`src/rtl/array_packer.sv`:
```
// Serial-to-parallel packer: gathers N (a, b) element pairs into two packed
// frames and presents them on a valid/ready output until consumed.
module array_packer #(
    parameter int unsigned N = 10,
    parameter int unsigned W = 8
) (
    input  logic           clk,
    input  logic           res,
    input  logic           in_valid,
    output logic           in_ready,
    input  logic [W-1:0]   in_a,
    input  logic [W-1:0]   in_b,
    input  logic           in_last,
    output logic [N*W-1:0] num1,
    output logic [N*W-1:0] num2,
    output logic           out_valid,
    input  logic           out_ready,
    output logic           err,
    output logic [7:0]     frame_cnt
);

    localparam int unsigned NW = N * W;
    localparam int unsigned IW = $clog2(N);

    typedef enum logic {
        FILL = 1'b0,
        FULL = 1'b1
    } state_t;

    state_t          state;
    logic [IW-1:0]   index;

    logic            accept_c;
    logic            last_slot_c;
    int unsigned     shift_c;
    logic [NW-1:0]   mask_c;
    logic [NW-1:0]   a_ins_c;
    logic [NW-1:0]   b_ins_c;
    logic [NW-1:0]   num1_nxt_c;
    logic [NW-1:0]   num2_nxt_c;

    assign in_ready    = (state == FILL) && !res;
    assign accept_c    = in_valid && in_ready;
    assign last_slot_c = (index == IW'(N - 1));

    // Slot k lives at the top of the vector for k = 0; the first beat also clears stale slots.
    always_comb begin
        shift_c    = (N - 1 - 32'(index)) * W;
        mask_c     = NW'({W{1'b1}}) << shift_c;
        a_ins_c    = NW'(in_a) << shift_c;
        b_ins_c    = NW'(in_b) << shift_c;
        num1_nxt_c = (num1 & ~mask_c) | a_ins_c;
        num2_nxt_c = (num2 & ~mask_c) | b_ins_c;
        if (index == '0) begin
            num1_nxt_c = a_ins_c;
            num2_nxt_c = b_ins_c;
        end
    end

    // Frame sequencing, packing and delivery bookkeeping.
    always_ff @(posedge clk) begin
        if (res) begin
            state     <= FILL;
            index     <= '0;
            num1      <= '0;
            num2      <= '0;
            out_valid <= 1'b0;
            err       <= 1'b0;
            frame_cnt <= 8'd0;
        end else begin
            err <= 1'b0;
            case (state)
                FILL: begin
                    if (accept_c) begin
                        num1 <= num1_nxt_c;
                        num2 <= num2_nxt_c;
                        if (last_slot_c) begin
                            state     <= FULL;
                            index     <= '0;
                            out_valid <= 1'b1;
                        end else if (in_last) begin
                            index <= '0;
                            err   <= 1'b1;
                        end else begin
                            index <= index + IW'(1);
                        end
                    end
                end
                FULL: begin
                    if (out_ready) begin
                        state     <= FILL;
                        out_valid <= 1'b0;
                        frame_cnt <= frame_cnt + 8'd1;
                    end
                end
            endcase
        end
    end

endmodule

```
`config.mk`:
```
export PLATFORM = sky130hd
export DESIGN_NAME = array_packer
export DESIGN_NICKNAME = d
export VERILOG_FILES = /design/src/rtl/array_packer.sv
export SDC_FILE = /design/constraint.sdc
export NUM_CORES = 1
export LEC_CHECK = 0
export CAP_MARGIN = 10
export CORE_ASPECT_RATIO = 2
export CORE_UTILIZATION = 48
export CTS_CLUSTER_DIAMETER = 80
export DETAILED_ROUTE_END_ITERATION = 16
export GPL_ROUTABILITY_DRIVEN = 0
export PLACE_DENSITY = 0.8
export RECOVER_POWER = 100
export SLEW_MARGIN = 20
export SYNTH_ARGS = -nofsm -noshare
export SYNTH_HDL_FRONTEND = slang
export SYNTH_SLANG_ARGS = --single-unit
```
`constraint.sdc`:
```
create_clock -name clk -period 3.3 [get_ports clk]
set_clock_uncertainty 0.1 [all_clocks]
set_input_delay 0.33 -clock clk [delete_from_list [all_inputs] [get_ports clk]]
set_output_delay 0.33 -clock clk [all_outputs]
set_load 0.005 [all_outputs]
```
==> Yosys cells after proc, flatten, opt, wreduce, memory -nomap -nowiden <==
Index checks and enable logic that the tools add are counted.
Widths: inputs -> output; s select.
{ "classes": {"bitwise_logic": 7, "addsub": 3, "n_eq_ne": 4, "reduce_logical": 8, "n_shift": 3, "mux": 13} }
{ "ops": {"columns": ["cell", "count"], "rows": [
  ["$and 80x80->80", 2],
  ["$mux 80", 2],
  ["$or 80x80->80", 2],
  ["$shl 8x32->80", 2],
  ["$not 80->80", 1],
  ["$shl 8x32->80 const A", 1],
  ["$add 8x1->8 const B", 1],
  ["$mux 4", 2],
  ["$mux 1", 7],
  ["$ne 2x2->1 const B", 3],
  ["$sub 4x4->5 const A", 1],
  ["$add 4x1->4 const B", 1],
  ["$eq 4x4->1 const B", 1],
  ["$logic_not 4->1", 1],
  ["$pmux 1 s2", 2],
  ["$reduce_and 2->1", 2],
  ["$reduce_or 4->1", 1],
  ["$reduce_and 3->1", 1],
  ["$logic_and 1x1->1", 2],
  ["$not 1->1", 2],
  ["$logic_not 1->1", 1]
]} }
{ "totals": {"word_cells": 45, "inputBits": 21, "regBits": 175, "out_inout_bits": 171} }

==> Logic depth before layout (Yosys ltp) <==
{ "depth": {"ltp_word": 6, "depth_mapped": 9, "ltp_nobuf": 6} }

==> Worst setup path before layout <==
No wires, ideal clock.
{ "synth_path": {"kind": "register to register", "start": "register index[1]", "end": "register num1[76]", "setup_ns": 0.116, "path_buffers": 2, "period_less_slack_ns": 2.484, "t_required_ns": 3.084, "arrival_time_ns": 2.268, "path_stages_with_launch": 8, "path_slack_ns": 0.816, "cell_sequence": "dfxtp_1 inv_1 ha_1 or4b_1 or3_1 buf_1 buf_2 a31o_2"} }
{ "synth_between": {"elab_chain_cells": 6, "word_cells_on_any_way": 8, "cone_classes": "add/sub (1); shift (2); mux (1); bitwise (3); reduce/logical (1)"} }
{ "synth_lines": {"columns": ["item", "line", "source"], "rows": [
  ["start, declared", "31", "logic [IW-1:0] index;"],
  ["start signal, assigned", "85", "index <= index + IW'(1);"],
  ["$sub 4x4->5", "48", "shift_c = (N - 1 - 32'(index)) * W;"],
  ["$shl 8x32->80", "49", "mask_c = NW'({W{1'b1}}) << shift_c;"],
  ["$not 80->80", "52", "num1_nxt_c = (num1 & ~mask_c) | a_ins_c;"],
  ["$and 80x80->80", "52", null],
  ["$or 80x80->80", "52", null],
  ["$mux 80 *", "54", "if (index == '0) begin"],
  ["end signal, assigned", "75", "num1 <= num1_nxt_c;"],
  ["end, declared", "14", "output logic [N*W-1:0] num1,"]
]} }
Every way passes the cells marked *; elsewhere a longest branch is shown, timed or not.
A chain may end at the register's enable or synchronous reset.

==> Worst setup path after layout <==
{ "layout_path": {"start": "register index[1]", "end": "register num2[73]"} }
{ "layout_between": {"elab_chain_cells": 6, "word_cells_on_any_way": 8, "cone_classes": "add/sub (1); shift (2); mux (1); bitwise (3); reduce/logical (1)"} }
{ "layout_lines": {"columns": ["item", "line", "source"], "rows": [
  ["$sub 4x4->5", "48", null],
  ["$shl 8x32->80", "49", null],
  ["$not 80->80", "53", "num2_nxt_c = (num2 & ~mask_c) | b_ins_c;"],
  ["$and 80x80->80", "53", null],
  ["$or 80x80->80", "53", null],
  ["$mux 80 *", "54", null],
  ["end signal, assigned", "76", "num2 <= num2_nxt_c;"],
  ["end, declared", "15", "output logic [N*W-1:0] num2,"]
]} }
Marks and branches as above.

==> flow_summary.json <==
{
  "max_slew_margin_vs_limit_pct": 33.12,
  "clock_sinks": 175,
  "die_w_um": 87.98,
  "p_per_area_mw_per_mm2": 458.9,
  "asr_flop_ratio_synth_pct": 0,
  "timing.max_cap.violations": 0,
  "cts_tree": "done",
  "avgViaCountPerCell": 5.951,
  "multiInputGateArea_mm2": 0.003159,
  "ios": 192,
  "via_count": 6499,
  "clkSlewWorstSetupHoldPaths_ns": 0.07,
  "setup_viol": 0,
  "synth_top_area_share_pct": 49.37,
  "syn-cell-area_mm2": 0.007097,
  "synth.avg_cell_area_um2": 9.500,
  "die-area_mm2": 0.01531,
  "area_growth_pct": 35.56,
  "yosys-top-cells-area": "sky130_fd_sc_hd__dfxtp_1 (49%), sky130_fd_sc_hd__o21ai_0 (7.9%), sky130_fd_sc_hd__mux2i_1 (6.9%)",
  "post_cts_hold_buffer_count": 0,
  "die_y_um": 174.0,
  "htreeDepth": 4,
  "setup_repair_after_global_routing_missed_its_margin": "false",
  "ir_worst_vdd_mv": 0.4090,
  "clock-root-buffer": "sky130_fd_sc_hd__clkbuf_16",
  "ctsLongestPathBuffers": 2,
  "avgRoutedWirePerCell_um": 20.37,
  "detail_route.first_pass.iterations": 4,
  "cts.repair.resized": 0,
  "tightestPinTransition_ns": 1.003,
  "leakagePower_nw": 4.209,
  "first_iteration_detailed_routing_drc_count": 401,
  "gr-usage-all-layers_pct": 29.28,
  "tritoncts.num_buffers": 17,
  "finish.net_count": 914,
  "worstPathMaxFanout": 17,
  "diodes": 0,
  "timing.hold.worst.class": "primary input to flip-flop",
  "yosysWarnings": 0,
  "fin_util_pct": 66.68,
  "endpoint_kind": "flip-flop",
  "fmax_ghz": 0.3334,
  "postSynthCellCount": 747,
  "post_cts_buffers": 0,
  "crit_arrival_ns": 3.21,
  "fp-row-count": 62,
  "synth-edff-count": 0,
  "post-synth-top-count-cell": "sky130_fd_sc_hd__dfxtp_1",
  "core_region_area_mm2": 0.01443,
  "most_numerous_cell_types_in_the_synthesized_netlist": "sky130_fd_sc_hd__dfxtp_1 (175), sky130_fd_sc_hd__o21ai_0 (112), sky130_fd_sc_hd__o22ai_1 (64), sky130_fd_sc_hd__clkbuf_1 (55), sky130_fd_sc_hd__nor2b_1 (50)",
  "dpl_wire_length_um": 14480,
  "dp_slack_ns": 0.3392,
  "antenna_found_initial": 0,
  "grt_pass1_vias": 6059,
  "netlist-cell-type-count": 46,
  "final.setup.tns_ns": 0,
  "net_count_after_synthesis": 774,
  "ys_seq_elements": 175,
  "layout_min_cycle_time_ns": 3.000,
  "start_util_pct": 49.18,
  "filler_cell_count": 1236,
  "final-max-slew-violation-count": 0,
  "clk-insertion-delay-late_ns": 0.42,
  "post_synthesis_sequential_area_ratio_pct": 49.37,
  "totalWireLength_um": 22240,
  "hold_violations": 0,
  "wp_data_required_ns": 3.51,
  "grt_max_degree": 65,
  "startpoint_type": "flip-flop",
  "ff_latch_area_mm2": 0.003503,
  "layout-drive-gt1-share_pct": 12.33,
  "grt_overflow_total": 0,
  "ant_nets": 0,
  "path_class": "flip-flop to flip-flop",
  "placement.io_buffers": 191,
  "drcViolationCount": 0,
  "synth_area_leader_cell": "sky130_fd_sc_hd__dfxtp_1",
  "timing.final.crit_share_pct": 90.90,
  "outcome": "finished clean",
  "post-route-worst-setup-slack_ns": 0.3004,
  "synth_ff_type": "sky130_fd_sc_hd__dfxtp_1",
  "grt_first_pass_wirelength_um": 33470
}
path summary, 6_finish.rpt:
| check | from | end | slack [ns] | depth (start not counted) |
|---|---|---|---|---|
| min | res | index[2] | 0.09 | 2 |
| min reg2reg | out_valid | out_valid | 0.35 | 2 |
| max | index[1] | num2[73] | 0.30 | 6 |
| max reg2reg | index[1] | num2[73] | 0.30 | 6 |
per-layer routing:
metal / wire [um] / up-vias / GRT usage (%)
met2: 11490 / 322 / 49.64
li1: - / 3029 / -
met3: 1468 / 63 / 5.461
met4: 972 / 0 / 15.92
met1: 8308 / 3085 / 33.85
met5: 0 / - / 0
cell type report:
class	instances	share of cell area, %
sequential	175	36.42
multi-input combinational	469	32.84
timing repair buffer	217	21.86
clock buffer	19	4.604
tap	192	2.497
clock inverter	13	1.509
inverter	7	0.2731
report_power, final:
group	total (W)	switching [W]	internal [W]
clock	0.00201	0.000914	0.00109
sequential	0.00213	0.0000102	0.00212
combinational	0.000274	0.000187	0.0000874
total	0.00441	0.00111	0.00330
sequential cells by signal (all words and copies together), names as in the netlist:
name       flops
state          1
num2          80
index          4
num1          80
err            1
frame_cnt      8
out_valid      1
through the flow:
stage	hold WS [ns]	cells	power (W)	cell area, um2
2_1_floorplan	0.3483	747	0.002337	7097
3_3_place_gp	0.3421	1060	0.002457	9047
3_5_place_dp	0.3489	1060	0.002458	9047
4_1_cts	0.07403	1092	0.004424	9635
5_1_grt	0.08193	1092	0.004533	9620
6_report	0.08960	1092	0.004415	9620
cells by family after synthesis:
| logic type | Yosys count | synth area share (%) |
|---|---|---|
| compound gates | 247 | 21.46 |
| xor+xnor | 2 | 0.2469 |
| fa+ha+maj | 6 | 1.058 |
| buf+inv | 103 | 6.224 |
| flops | 175 | 49.37 |
| mux | 50 | 7.070 |
| simple gates | 164 | 14.58 |
critical path: stages, from the launching register on:
cell	delay, ns
sky130_fd_sc_hd__dfxtp_1	0.47
sky130_fd_sc_hd__inv_1	0.10
sky130_fd_sc_hd__ha_1	0.35
sky130_fd_sc_hd__or4b_2	0.70
sky130_fd_sc_hd__buf_4	0.22
sky130_fd_sc_hd__or3_1	0.59
sky130_fd_sc_hd__a31o_2	0.35
placed cells by master, fill, tap and decap left out, types with 3 or more instances in the layout:
cell	synthesis	layout
sky130_fd_sc_hd__dfxtp_1	175	175
sky130_fd_sc_hd__dlygate4sd3_1	0	171
sky130_fd_sc_hd__o21ai_0	112	112
sky130_fd_sc_hd__o22ai_1	64	64
sky130_fd_sc_hd__nor2b_1	50	50
sky130_fd_sc_hd__mux2i_1	49	49
sky130_fd_sc_hd__nor4_1	48	48
sky130_fd_sc_hd__a31o_2	48	48
sky130_fd_sc_hd__buf_4	0	20
sky130_fd_sc_hd__clkdlybuf4s50_1	0	19
sky130_fd_sc_hd__nand2b_1	18	18
sky130_fd_sc_hd__clkbuf_16	0	17
sky130_fd_sc_hd__a21oi_1	11	11
sky130_fd_sc_hd__nand3_1	7	7
sky130_fd_sc_hd__nand2_1	7	7
sky130_fd_sc_hd__inv_1	6	6
sky130_fd_sc_hd__nor2_1	6	6
sky130_fd_sc_hd__ha_1	6	6
sky130_fd_sc_hd__or3_1	5	5
sky130_fd_sc_hd__nand4_1	4	4
sky130_fd_sc_hd__inv_6	0	4
sky130_fd_sc_hd__o21ai_1	3	3
sky130_fd_sc_hd__or2_1	0	3
sky130_fd_sc_hd__or4_1	2	3
sky130_fd_sc_hd__inv_8	0	3
sky130_fd_sc_hd__clkbuf_2	1	3
Note: power is estimated with default switching activity, not from simulation.
